--- src/rtl/polar_node_sched.sv ---
// Command-driven sequencer for polar SC kernels (f, g, hard decision r).
// One command streams up to MAX_LEN LLR pairs through a shared datapath with a single output register.
module polar_node_sched #(
    parameter int QTF_SIZE = 8,
    parameter int MAX_LEN  = 16,
    parameter int LEN_W    = $clog2(MAX_LEN + 1)
) (
    input  logic                clk_i,
    input  logic                rst_ni,
    input  logic                flush_i,
    input  logic                cmd_valid_i,
    output logic                cmd_ready_o,
    input  logic [1:0]          cmd_op_i,
    input  logic [LEN_W-1:0]    cmd_len_i,
    input  logic                in_valid_i,
    output logic                in_ready_o,
    input  logic [QTF_SIZE-1:0] in_a_i,
    input  logic [QTF_SIZE-1:0] in_b_i,
    input  logic                in_u_i,
    output logic                out_valid_o,
    input  logic                out_ready_i,
    output logic [QTF_SIZE-1:0] out_data_o,
    output logic                out_last_o,
    output logic                busy_o,
    output logic                done_o,
    output logic                err_o
);
    typedef enum logic [1:0] {S_IDLE, S_RUN, S_DONE} state_t;

    localparam logic [1:0] OP_F = 2'd0;
    localparam logic [1:0] OP_G = 2'd1;
    localparam logic [1:0] OP_R = 2'd2;
    localparam logic [1:0] OP_RSV = 2'd3;
    localparam logic [QTF_SIZE-1:0] MOST_NEG = {1'b1, {(QTF_SIZE-1){1'b0}}};
    localparam logic signed [QTF_SIZE:0] G_HI = (QTF_SIZE+1)'((1 << (QTF_SIZE-1)) - 1);
    localparam logic signed [QTF_SIZE:0] G_LO = -G_HI;

    state_t                state_reg, state_next;
    logic [1:0]            op_reg;
    logic [LEN_W-1:0]      len_reg;
    logic [LEN_W-1:0]      in_cnt_reg;
    logic [QTF_SIZE-1:0]   out_data_reg;
    logic                  out_valid_reg;
    logic                  out_last_reg;
    logic                  err_reg;

    logic                  cmd_fire, in_fire, out_fire;
    logic [LEN_W-1:0]      len_clamped;
    logic [QTF_SIZE-1:0]   a_c, b_c, abs_a, abs_b, mag, f_res, g_res, r_res, result;
    logic signed [QTF_SIZE:0] a_x, b_x, g_sum;

    assign cmd_ready_o = (state_reg == S_IDLE) && !flush_i;
    assign in_ready_o  = (state_reg == S_RUN) && (in_cnt_reg < len_reg)
                         && (!out_valid_reg || out_ready_i) && !flush_i;
    assign cmd_fire    = cmd_valid_i && cmd_ready_o;
    assign in_fire     = in_valid_i && in_ready_o;
    assign out_fire    = (state_reg == S_RUN) && out_valid_reg && out_ready_i;
    assign len_clamped = (cmd_len_i > LEN_W'(MAX_LEN)) ? LEN_W'(MAX_LEN) : cmd_len_i;

    assign out_valid_o = out_valid_reg;
    assign out_data_o  = out_data_reg;
    assign out_last_o  = out_last_reg;
    assign busy_o      = (state_reg != S_IDLE);
    assign done_o      = (state_reg == S_DONE);
    assign err_o       = err_reg;

    // Shared f/g/r datapath; the most negative code is folded to keep magnitudes symmetric.
    always_comb begin
        a_c    = (in_a_i == MOST_NEG) ? MOST_NEG + 1'b1 : in_a_i;
        b_c    = (in_b_i == MOST_NEG) ? MOST_NEG + 1'b1 : in_b_i;
        abs_a  = a_c[QTF_SIZE-1] ? -a_c : a_c;
        abs_b  = b_c[QTF_SIZE-1] ? -b_c : b_c;
        mag    = (abs_a < abs_b) ? abs_a : abs_b;
        f_res  = (a_c[QTF_SIZE-1] ^ b_c[QTF_SIZE-1]) ? -mag : mag;
        a_x    = {a_c[QTF_SIZE-1], a_c};
        b_x    = {b_c[QTF_SIZE-1], b_c};
        g_sum  = in_u_i ? (a_x - b_x) : (a_x + b_x);
        if (g_sum > G_HI)
            g_res = G_HI[QTF_SIZE-1:0];
        else if (g_sum < G_LO)
            g_res = G_LO[QTF_SIZE-1:0];
        else
            g_res = g_sum[QTF_SIZE-1:0];
        r_res  = in_u_i ? '0 : {{(QTF_SIZE-1){1'b0}}, a_c[QTF_SIZE-1]};
        result = '0;
        case (op_reg)
            OP_F:    result = f_res;
            OP_G:    result = g_res;
            OP_R:    result = r_res;
            default: result = '0;
        endcase
    end

    always_comb begin
        state_next = state_reg;
        if (flush_i) begin
            state_next = S_IDLE;
        end else begin
            case (state_reg)
                S_IDLE: if (cmd_fire && cmd_op_i != OP_RSV)
                            state_next = (len_clamped == '0) ? S_DONE : S_RUN;
                S_RUN:  if (out_fire && out_last_reg)
                            state_next = S_DONE;
                S_DONE: state_next = S_IDLE;
                default: state_next = S_IDLE;
            endcase
        end
    end

    always_ff @(posedge clk_i or negedge rst_ni) begin
        if (!rst_ni) begin
            state_reg     <= S_IDLE;
            op_reg        <= OP_F;
            len_reg       <= '0;
            in_cnt_reg    <= '0;
            out_data_reg  <= '0;
            out_valid_reg <= 1'b0;
            out_last_reg  <= 1'b0;
            err_reg       <= 1'b0;
        end else begin
            state_reg <= state_next;
            err_reg   <= cmd_fire && (cmd_op_i == OP_RSV);
            if (cmd_fire) begin
                op_reg     <= cmd_op_i;
                len_reg    <= len_clamped;
                in_cnt_reg <= '0;
            end
            // A capture in the same cycle as an output handshake overwrites the register, giving 1 beat/cycle.
            if (flush_i) begin
                out_valid_reg <= 1'b0;
                out_last_reg  <= 1'b0;
            end else if (in_fire) begin
                out_data_reg  <= result;
                out_valid_reg <= 1'b1;
                out_last_reg  <= (in_cnt_reg == len_reg - LEN_W'(1));
                in_cnt_reg    <= in_cnt_reg + LEN_W'(1);
            end else if (out_fire) begin
                out_valid_reg <= 1'b0;
            end
        end
    end
endmodule

--- config.mk ---
export PLATFORM = sky130hd
export DESIGN_NAME = polar_node_sched
export DESIGN_NICKNAME = d
export VERILOG_FILES = /design/src/rtl/polar_node_sched.sv
export SDC_FILE = /design/constraint.sdc
export NUM_CORES = 1
export LEC_CHECK = 0
export CAP_MARGIN = 20
export CORE_ASPECT_RATIO = 0.8
export CORE_MARGIN = 8
export CORE_UTILIZATION = 40
export CTS_BUF_LIST = sky130_fd_sc_hd__clkbuf_8 sky130_fd_sc_hd__clkbuf_16
export CTS_CLUSTER_DIAMETER = 60
export DETAILED_ROUTE_END_ITERATION = 12
export GPL_TIMING_DRIVEN = 0
export SLEW_MARGIN = 0
export SYNTH_ARGS = -nofsm -noshare
export SYNTH_HDL_FRONTEND = slang
export SYNTH_SLANG_ARGS = --single-unit
--- constraint.sdc ---
create_clock -name clk_i -period 2.6 [get_ports clk_i]
set_input_delay 0.39 -clock clk_i [delete_from_list [all_inputs] [get_ports clk_i]]
set_output_delay 0.39 -clock clk_i [all_outputs]
set_load 0.01 [all_outputs]
# Word-level counts from Yosys, hierarchy flattened
# Cells that the tools add are included.
# W data, S select, Z words.
[totals]
regBits = 25
inputBits = 30
[classes]
add_sub_neg = 7
n_lt_le_gt_ge = 5
n_eq_ne = 11
mux = 25
bitwise_logic = 2
reduce_logical = 22
[op_table]
columns = ["operator", "n"]
rows = [
  ["$mux W8", 8],
  ["$neg A8 Y8", 3],
  ["$pmux W8 S3", 1],
  ["$mux W5", 4],
  ["$eq A8 B8 Y1 const B", 2],
  ["$logic_and A1 B1 Y1", 11],
  ["$add A8 B8 Y9", 1],
  ["$gt A9 B8 Y1 const B", 1],
  ["$lt A9 B8 Y1 const B", 1],
  ["$mux W9", 1],
  ["$sub A8 B8 Y9", 1],
  ["$lt A8 B8 Y1", 1],
  ["$mux W2", 4],
  ["$eq A2 B2 Y1 const B", 3],
  ["$mux W1", 6],
  ["$ne A3 B2 Y1 const B", 2],
  ["$add A5 B1 Y5 const B", 1],
  ["$eq A5 B5 Y1", 1],
  ["$gt A5 B5 Y1 const B", 1],
  ["$logic_not A5 Y1", 1],
  ["$lt A5 B5 Y1", 1],
  ["$sub A5 B1 Y5 const B", 1],
  ["$eq A2 B1 Y1 const B", 2],
  ["$logic_not A2 Y1", 2],
  ["9 further kinds", 12],
]

# Depth between registers and ports, before layout
# Gate-level depths: netlist of run 1.
[logic_depth]
depth_word = 9
mapped_depth = 20

# Worst setup path after synthesis of run 1
# Ideal clock, no wire load.
[synth_timing]
path_type = "input -> register"
from = "input port in_a_i[4]"
to = "register out_data_reg[4], in the netlist out_data_o[4]"
setup_time_ns = 0.126
t_arrival_ns = 3.856
required_ns = 2.474
path_slack_ns = -1.382
cell_stages = 19
cell_sequence = "nor4_1 -> a31oi_1 -> ha_1 -> a21boi_0 -> xnor2_1 -> inv_1 -> ha_1 -> a21oi_1 -> nand2_1 -> a21o_1 -> or2_2 -> buf_2 -> mux2_2 -> ha_1 -> and2_1 -> a311oi_1 -> xnor2_1 -> o21ai_0 -> o21ai_1"
[synth_between]
elab_chain_len = 9
elab_cells_between_ends = 17
[synth_lines]
columns = ["element", "line_no", "text"]
rows = [
  ["start: declaration", "17", "input logic [QTF_SIZE-1:0] in_a_i,"],
  ["$eq A8 B8 Y1", "69", "a_c = (in_a_i == MOST_NEG) ? MOST_NEG + 1'b1 : in_a_i;"],
  ["$mux W8 (*)", "69", ""],
  ["$neg A8 Y8", "71", "abs_a = a_c[QTF_SIZE-1] ? -a_c : a_c;"],
  ["$mux W8", "71", ""],
  ["$lt A8 B8 Y1", "73", "mag = (abs_a < abs_b) ? abs_a : abs_b;"],
  ["$mux W8", "73", ""],
  ["$neg A8 Y8", "74", "f_res = (a_c[QTF_SIZE-1] ^ b_c[QTF_SIZE-1]) ? -mag : mag;"],
  ["$mux W8", "74", ""],
  ["$pmux W8 S3 (*)", "86", "case (op_reg)"],
  ["end signal: assignment", "133", "out_data_reg <= result;"],
  ["end: declaration", "42", "logic [QTF_SIZE-1:0] out_data_reg;"],
]
# Mark *: on every way between the ends. The rest lies on a longest branch, timed or not.
# A chain may end at the register's enable or synchronous reset.

# Worst setup path in the final report of run 1
[layout_timing]
from = "input port in_a_i[0]"
to = "register out_data_reg[6], in the netlist out_data_o[6]"
# The elaborated chain is that of the path after synthesis.

==> results of run 1 <==
==> where the power goes <==
group          internal (mW)  leakage [nW]  switching, mW
sequential             0.480         0.329         0.0809
clock                  0.109        0.0217          0.135
combinational          0.641          1.41          0.597
==> repair_timing <==
action	CTS	global route
setup endpoints to repair	10	9
pin swaps	41	26
resized for setup	126	32
buffers inserted	27	17
==> per-stage QoR <==
stage / cells / setup slack (ns)
floorplan: 345 / -1.110
global placement: 474 / -2.166
detailed placement: 475 / -2.205
CTS: 505 / -0.9071
global route: 522 / -1.079
finish: 522 / -0.9509
==> critical path, stage by stage <==
cell	delay, ns
clkdlybuf4s15_1	0.23
or3_4	0.43
nor3_4	0.19
a21boi_2	0.10
o22ai_4	0.25
inv_2	0.08
ha_4	0.22
nand3_1	0.07
nand2_1	0.05
a21o_1	0.20
or2_4	0.28
mux2_4	0.33
ha_4	0.17
and2_4	0.14
and3_4	0.14
a2bb2oi_2	0.16
mux2i_1	0.15
o221ai_1	0.13
==> layout by cell type, fill, tap and decap left out, drive strengths merged, types with 10 or more instances in the layout <==
cell,n
inv,21
nand2,25
buf,58
clkbuf,17
clkdlybuf4s50,26
o21ai,25
nor2,32
xor2,11
a21oi,18
dfrtp,25
xnor2,20
ha,26
nor2b,10
==> worst paths after layout <==
path / start / end / slack (ns) / depth (start not counted)
worst max register to register: len_reg[1] / out_data_o[3] / -0.04 / 11
max in group asynchronous: rst_ni / state_reg[0] / 1.73 / 2
worst max-delay path: in_a_i[0] / out_data_o[6] / -0.95 / 18
min in group clk_i: out_data_o[7] / out_data_o[7] / 0.50 / 2
worst min register to register: out_data_o[7] / out_data_o[7] / 0.50 / 2
worst min-delay path: rst_ni / in_cnt_reg[2] / 0.42 / 1
==> Yosys cell counts (3+ instances only) <==
master | instances | area share
nand2_1 | 25 | 0.034
nand3b_1 | 7 | 0.019
nor2b_1 | 10 | 0.023
xor2_1 | 11 | 0.035
o21a_1 | 7 | 0.019
clkbuf_1 | 14 | 0.019
nor4_1 | 5 | 0.011
ha_1 | 26 | 0.12
dfrtp_1 | 25 | 0.23
a221o_1 | 3 | 0.011
mux2_2 | 3 | 0.012
o21ai_1 | 4 | 0.0073
xnor2_1 | 19 | 0.061
a211oi_1 | 6 | 0.016
buf_2 | 3 | 0.0055
and3_1 | 7 | 0.016
nand4_1 | 3 | 0.0069
nor3_1 | 8 | 0.015
a21oi_1 | 18 | 0.033
mux2i_1 | 6 | 0.022
and2_1 | 3 | 0.0069
or3_1 | 4 | 0.0092
o21ai_0 | 19 | 0.035
inv_1 | 21 | 0.029
nor2_1 | 31 | 0.043
a21boi_0 | 4 | 0.011
nand3_1 | 8 | 0.015
a31oi_1 | 7 | 0.016
==> area by class of cell <==
type,instances,area [um^2]
plain buffers,17,83.83
clock buffers,3,41.29
inverters,21,78.83
flip-flops and latches,25,625.6
fillers,571,2551
repair buffers,87,804.5
clock inverters,1,7.507
multi-input cells,281,2455
well taps,87,108.9
==> per-layer routing <==
metal / track usage / wire length, um
met2: 0.2807 / 4277
met1: 0.2427 / 4263
met3: 0.03138 / 351
met4: 0.03868 / 87
met5: 0 / 0
==> logic make-up after synthesis <==
| family | count (synthesis) | share of synthesized area |
|---|---|---|
| adders and majority gates | 27 | 0.1264 |
| DFF | 25 | 0.2290 |
| buffers and inverters | 39 | 0.05497 |
| xor gates and xnor gates | 31 | 0.1022 |
| AOI/OAI and AO/OA | 90 | 0.2158 |
| and+or+nand+nor | 122 | 0.2318 |
| other | 1 | 0.001373 |
| muxes | 10 | 0.03848 |
==> metrics, run 1 <==
clk slew on worst S/H paths=0.10 ns; Layout area overhead=53.96%; final core occ=0.6224; outcome=complete, but fails checks; number of iterations in the first detailed-routing pass=4; root buf cell=clkbuf_8; Slew Limit Fails=0; Port Buffer Count=42; Via density=5.458; Clock Path Buffers=2; Post-synth EDFFs=0; initial antenna violation count=0; CTS sink count=25; maxcap violations=0; Async S/R FF share, synth=1.000; Tmin final=3.551 ns; Final Power=2.043 mW; Boundary Pins=45; GRT Total Usage=0.1771; Largest register FFs=8; VDD IR max=223.0 uV; CP Max Fanout=3; Max Clock Freq=281.6 MHz; pwr/cell area=485.7 nW/um^2; period utilisation layout=1.366; Finished Cell Area=4205 um^2; Critical Path RT=2.75 ns; final setup vio count=8; number of DRC markers in iteration 0=98; Cell Area, Placed=3407 um^2; drt wl/cell=17.20 um; ys flop type=dfrtp_1; Nets=493; Clock Latency Late Sink=0.28 ns; grt ovf=0; post-route antenna net violation count=0; final hold vios=0; Die Width=108.4 um; setup tns final=-6.628 ns; slew margin rel.=0.5472; Final WS setup=-0.9509 ns; yosys warns=0; vias after detailed routing=2849; DP Wirelength=6352 um; initial core utilization=0.4043; CP Capture Type=flip-flop; clock buffer count from CTS=3; final worst hold slack=0.4158 ns; Mean Syn Cell Area=7.917 um^2; Core ar.=6756 um^2; DIE AREA=9745 um^2; Hold Crit Class=in2async; Seq/Total Area, Yosys=0.2290; DIE HEIGHT=89.91 um; Setup Skew=0.007892 ns; largest net degree at the start of global routing=20; FF+latch count, synth=25; crit path launch type=input port; Final Wtd Congestion=0.8403; Worst Path Arrival=3.71 ns; Routed WL=8979 um; leak pwr=1.764 nW; Post-Syn Area=2731 um^2; hold buffer count at cts=0; Syn Nets=402; number of distinct library cells after synthesis=57; CTS tree=done; failing checks=negative setup slack; first-pass GRT wire length=14130 um; unrepaired setup endpoints after global routing=yes; Slew @ Worst Pin=0.6791 ns; kind of critical path=in2reg; Post-Synthesis Cells=345; CTS HTree Levels=1; Post-route DRC=0; vias in the first global route=2829; total inserted antenna cells=0; cell row count=27; share of post-route cells with drive strength above 1=0.3356
Note: power is estimated with default switching activity, not from simulation.
==> run 2, diff against run 1 <==
CELL_PAD_IN_SITES_DETAIL_PLACEMENT = 0   (was unset)
CELL_PAD_IN_SITES_GLOBAL_PLACEMENT = 1   (was unset)
PLACE_DENSITY_LB_ADDON = 0.1   (was unset)
==> metrics, run 2 (synthesized netlist as in run 1, its figures left out) <==
slew margin rel.=0.6114 (+0.06421); Core ar.=6756 um^2 (unchanged); DIE HEIGHT=89.91 um (unchanged); post-route antenna net violation count=0 (unchanged); dpl ws=-2.235 ns (-0.02993 ns); number of DRC markers in iteration 0=133 (+36%); failing checks=negative setup slack; grt ovf=0 (unchanged); Reg area=625.6 um^2 (unchanged); share of post-route cells with drive strength above 1=0.3364 (+0.0007947); WP buf/inv=2 (unchanged); critical path's slowest cell=nor4_4; fin cells=518 (-0.77%); Nets=489 (-0.81%); Slew @ Worst Pin=0.5828 ns (-0.09632 ns); period utilisation layout=1.384 (+0.01846); DP Wirelength=6514 um (+2.6%); Clock Path Buffers=2 (unchanged); CP Max Fanout=4 (+1); initial core utilization=0.4043 (unchanged); drt wl/cell=17.14 um (-0.34%); Via density=5.454 (about the same); commonest non-fill, non-tap cell in the layout=buf_4; cell row count=27 (unchanged); initial antenna violation count=0 (unchanged); unrepaired setup endpoints after global routing=yes; max incr delay on CP=0.36 ns (-0.07 ns); Final Power=2.040 mW (-0.12%); Critical Path RT=2.75 ns (about the same); CTS sink count=25 (unchanged); Largest register FFs=8 (unchanged); most frequent cells in the layout=34 x buf_4, 26 x clkdlybuf4s50_1, 25 x nor2_1, 25 x dfrtp_1, 24 x nand2_1; Slew Limit Fails=0 (unchanged); Post-route DRC=0 (unchanged); vias after detailed routing=2825 (-0.84%); Port Buffer Count=42 (unchanged); Clock Latency Late Sink=0.28 ns (about the same); RR Startpoint=len_reg[1]; number of iterations in the first detailed-routing pass=4 (unchanged); final hold vios=0 (unchanged); Routed WL=8880 um (-1.1%); VDD IR max=263.7 uV (+18%); Final Wtd Congestion=0.8814 (+4.9%); root buf cell=clkbuf_8; CP Cell Sequence=buf_12, nor4_4, a31oi_4, ha_4, a21boi_1, xnor2_1, inv_1, ha_1, nand4_1, a21oi_4, or2_4, mux2_4, ha_4, and2_4, and3_4, a2bb2oi_2, mux2i_1, o221ai_1; Setup Skew=0.01411 ns (+0.006220 ns); Tmin final=3.599 ns (+0.04799 ns); clock buffer count from CTS=3 (unchanged); DIE AREA=9745 um^2 (unchanged); maxcap violations=0 (unchanged); GRT Total Usage=0.1750 (-0.002134); Die Width=108.4 um (unchanged); cell family with most CP delay=simple AND/OR/NAND/NOR gates; leak pwr=1.767 nW (+0.20%); Worst Path Arrival=3.75 ns (+0.04 ns); cell mode on critical path=ha_4; Max Clock Freq=277.9 MHz (-1.3%); Crit. Startpoint=in_a_i[5]; clk slew on worst S/H paths=0.10 ns (about the same); Layout area overhead=55.66%; crit path launch type=input port; total inserted antenna cells=0 (unchanged); CTS HTree Levels=1 (unchanged); pwr/cell area=479.9 nW/um^2 (-1.2%); outcome=complete, but fails checks; CTS tree=done; area of the multi-input gates=2516 um^2 (+2.5%); Boundary Pins=45 (unchanged); placed insts=475 (unchanged); Final WS setup=-0.9989 ns (-0.04799 ns); final setup vio count=8 (unchanged); Hold Crit Class=in2async; first-pass GRT wire length=13980 um (-1.1%); kind of critical path=in2reg; vias in the first global route=2786 (-1.5%); largest net degree at the start of global routing=20 (unchanged); fill count=582 (+1.9%); CP Capture Type=flip-flop
-- run 2: cell count changes in the layout (fill, tap and decap cells not counted), moves of 3 or more --
cell	before	now
a21oi_2	9	5
o21ai_0	17	14
buf_6	6	9
nor2b_4	1	4
buf_4	40	34
-- run 2: power by group --
group | switching [mW] | total [mW] | leakage (nW) | internal (mW)
Combinational | 0.600 | 1.24 | 1.42 | 0.638
Sequential | 0.0849 | 0.564 | 0.329 | 0.480
Clock | 0.130 | 0.239 | 0.0217 | 0.109
Total | 0.814 | 2.04 | 1.77 | 1.23
-- run 2: per-layer routing --
metal,vias to the layer above,global-route usage,wire length (um)
li1,1407,-,-
met1,1370,0.2617,4517
met2,42,0.2584,3871
met3,6,0.03352,424
met4,0,0.01820,67
met5,-,0,0
-- run 2: worst reg2reg max path, delay by kind of cell (launching register included) --
kind,cells,cell delay [ns]
AOI/OAI and AO/OA,4,0.67
DFF,1,0.38
adders and majority gates,1,0.24
buffers and inverters,1,0.12
and+or+nand+nor,4,1.09
-- run 2: path summary, 6_finish.rpt --
path | to | slack [ns] | depth (start not counted)
worst min-delay path | out_data_o[4] | 0.42 | 1
worst max register to register | out_data_o[2] | 0.05 | 10
min in group clk_i | out_data_o[7] | 0.49 | 2
max in group asynchronous | op_reg[1] | 1.71 | 2
worst min register to register | out_data_o[7] | 0.49 | 2
worst max-delay path | out_data_o[6] | -1.0 | 18
-- run 2: repair_timing --
| action | CTS | global route |
|---|---|---|
| endpoints found under the setup margin | 10 | 9 |
| resized for setup | 133 | 50 |
| pin swaps | 41 | 31 |
| hold buffers | 0 | 0 |
| setup buffers | 34 | 6 |
-- run 2: final cells by class --
| class | count | area share |
|---|---|---|
| sequential | 25 | 0.1471 |
| buffer | 17 | 0.01972 |
| multi-input combinational | 281 | 0.5918 |
| tap | 87 | 0.02560 |
| clock inverter | 1 | 0.001766 |
| timing repair buffer | 83 | 0.1857 |
| clock buffer | 3 | 0.009712 |
| inverter | 21 | 0.01854 |
-- run 2: metrics by stage --
step           hold WS (ns)  instance area (um^2)  setup TNS (ns)  utilization
2_1_floorplan       0.09441                  2850          -6.630            -
3_3_place_gp         0.4613                  3379          -15.65       0.5002
4_1_cts              0.4265                  3988          -5.937       0.5902
3_5_place_dp         0.4749                  3407          -15.57       0.5043
5_1_grt              0.4420                  4252          -6.537       0.6293
6_report             0.4229                  4252          -5.768       0.6293
==> run 3, diff against run 2 <==
CTS_CLUSTER_SIZE = 25   (was unset)
SLEW_MARGIN = 20   (was 0)
==> metrics, run 3 (synthesized netlist as in run 1, its figures left out) <==
crit path launch type=input port; DIE HEIGHT=89.91 um (unchanged); reg2reg end=out_data_o[2]; total inserted antenna cells=0 (unchanged); CTS sink count=25 (unchanged); grt ovf=0 (unchanged); DIE AREA=9745 um^2 (unchanged); most frequent cells in the layout=29 x buf_4, 26 x nor2_1, 25 x dfrtp_1, 25 x clkdlybuf4s50_1, 24 x nand2_1; Largest register FFs=8 (unchanged); Die Width=108.4 um (unchanged); Post-route DRC=0 (unchanged); period utilisation layout=1.385 (about the same); drt wl/cell=16.74 um (-2.3%); commonest non-fill, non-tap cell in the layout=buf_4; Max Clock Freq=277.8 MHz (about the same); Layout area overhead=49.43%; Routed WL=8539 um (-3.8%); initial antenna violation count=0 (unchanged); CP Max Fanout=5 (+1); failing checks=negative setup slack; Final Wtd Congestion=0.8814 (unchanged); CTS tree=done; final setup vio count=8 (unchanged); clk slew on worst S/H paths=0.10 ns (about the same); final worst hold slack=0.09147 ns (-0.3315 ns); largest net degree at the start of global routing=26 (+30%); outcome=complete, but fails checks; root buf cell=clkbuf_8; cell row count=27 (unchanged); initial core utilization=0.4043 (unchanged); clock buffer count from CTS=3 (unchanged); pwr/cell area=487.3 nW/um^2 (+1.5%); first-pass GRT wire length=13700 um (-2.0%); post-route antenna net violation count=0 (unchanged); CP Capture Type=flip-flop; final hold vios=0 (unchanged); placed insts=474 (-0.21%); GRT Total Usage=0.1716 (-0.003393); Clock Path Buffers=2 (unchanged); number of iterations in the first detailed-routing pass=4 (unchanged); Slew Limit Fails=0 (unchanged); flop-to-flop setup slack=0.03 ns (-0.02 ns); vias in the first global route=2646 (-5.0%); unrepaired setup endpoints after global routing=yes; Core ar.=6756 um^2 (unchanged); Nets=481 (-1.6%); VDD IR max=253.3 uV (-3.9%); slew margin rel.=0.6189 (+0.007448); RR Startpoint=in_cnt_reg[1]; share of post-route cells with drive strength above 1=0.2979 (-0.03855); Critical Path RT=2.75 ns (about the same); Boundary Pins=45 (unchanged); Final WS setup=-1.000 ns (-0.001403 ns); Hold Crit Class=in2async; Clock Latency Late Sink=0.28 ns (about the same); vias after detailed routing=2809 (-0.57%); fill count=615 (+5.7%); Tmin final=3.600 ns (+0.001403 ns); leak pwr=1.705 nW (-3.5%); Via density=5.508 (+0.99%); number of DRC markers in iteration 0=140 (+5.3%); setup tns final=-6.271 ns (-0.5022 ns); DP Wirelength=6413 um (-1.6%); CTS HTree Levels=1 (unchanged); Slew @ Worst Pin=0.5717 ns (-0.01117 ns); fin cells=510 (-1.5%); FF-to-FF path depth=9 (-1); Port Buffer Count=42 (unchanged); kind of critical path=in2reg; Worst Path Arrival=3.75 ns (about the same); Setup Skew=0.01282 ns (-0.001292 ns); maxcap violations=0 (unchanged)
## run 3: report_power, final
part,switching [mW],internal (mW),leakage [nW]
sequential,0.0862,0.480,0.329
combinational,0.577,0.605,1.35
clock,0.133,0.109,0.0217
total,0.796,1.19,1.71
## run 3: worst max path at each step
| stage | end | slack [ns] | depth (start not counted) | start |
|---|---|---|---|---|
| after floorplan | out_data_o[6] | -1.11 | 18 | in_b_i[4] |
| after CTS | out_data_o[6] | -0.98 | 18 | in_a_i[4] |
| final | out_data_o[6] | -1.00 | 16 | in_a_i[1] |
| after detailed placement | out_data_o[6] | -2.24 | 19 | in_b_i[3] |
| after global placement | out_data_o[4] | -2.22 | 20 | in_b_i[3] |
| after global routing | out_data_o[6] | -1.15 | 18 | in_a_i[1] |
## run 3: per-layer routing
layer | global-route usage | vias up | wire [um]
met1 | 0.2634 | 1314 | 4218
met4 | 0.01365 | 0 | 27
met5 | 0 | - | 0
met3 | 0.02782 | 2 | 603
met2 | 0.2508 | 95 | 3689
li1 | - | 1398 | -
## run 3: repair_timing
| action | in CTS | in global routing |
|---|---|---|
| resized for setup | 125 | 33 |
| hold buffers | 0 | 0 |
| setup buffers | 26 | 7 |
| pin swaps | 38 | 23 |
| cloned | 0 | 0 |
| endpoints found under the setup margin | 10 | 9 |
## run 3: layout make-up
cell class,instances,area [um^2],area share
Buffer,17,83.83,0.02054
Clock buffer,3,41.29,0.01012
Clock inverter,1,7.507,0.001839
Inverter,21,78.83,0.01931
Multi-Input combinational cell,281,2447,0.5996
Sequential cell,25,625.6,0.1533
Tap cell,87,108.9,0.02667
Timing Repair Buffer,75,688.2,0.1686
## run 3: critical path, cell delays in order
cell             delay [ns]
clkdlybuf4s15_2        0.24
or3_4                  0.43
buf_4                  0.15
a21bo_2                0.21
o21ai_2                0.17
ha_1                   0.34
a21oi_2                0.20
a21oi_4                0.08
or2_4                  0.29
mux2_4                 0.33
ha_4                   0.18
and2_4                 0.14
and3_4                 0.14
a2bb2oi_2              0.16
mux2i_1                0.16
o221ai_1               0.14
## run 3: through the flow
| step | power, mW | utilization | cell area, um^2 | setup slack [ns] |
|---|---|---|---|---|
| floorplan | 1.157 | - | 2850 | -1.110 |
| global placement | 1.507 | 0.5002 | 3379 | -2.223 |
| detailed placement | 1.525 | 0.4994 | 3374 | -2.236 |
| CTS | 1.907 | 0.5739 | 3877 | -0.9827 |
| global route | 2.126 | 0.6041 | 4081 | -1.147 |
| finish | 1.989 | 0.6041 | 4081 | -1.000 |
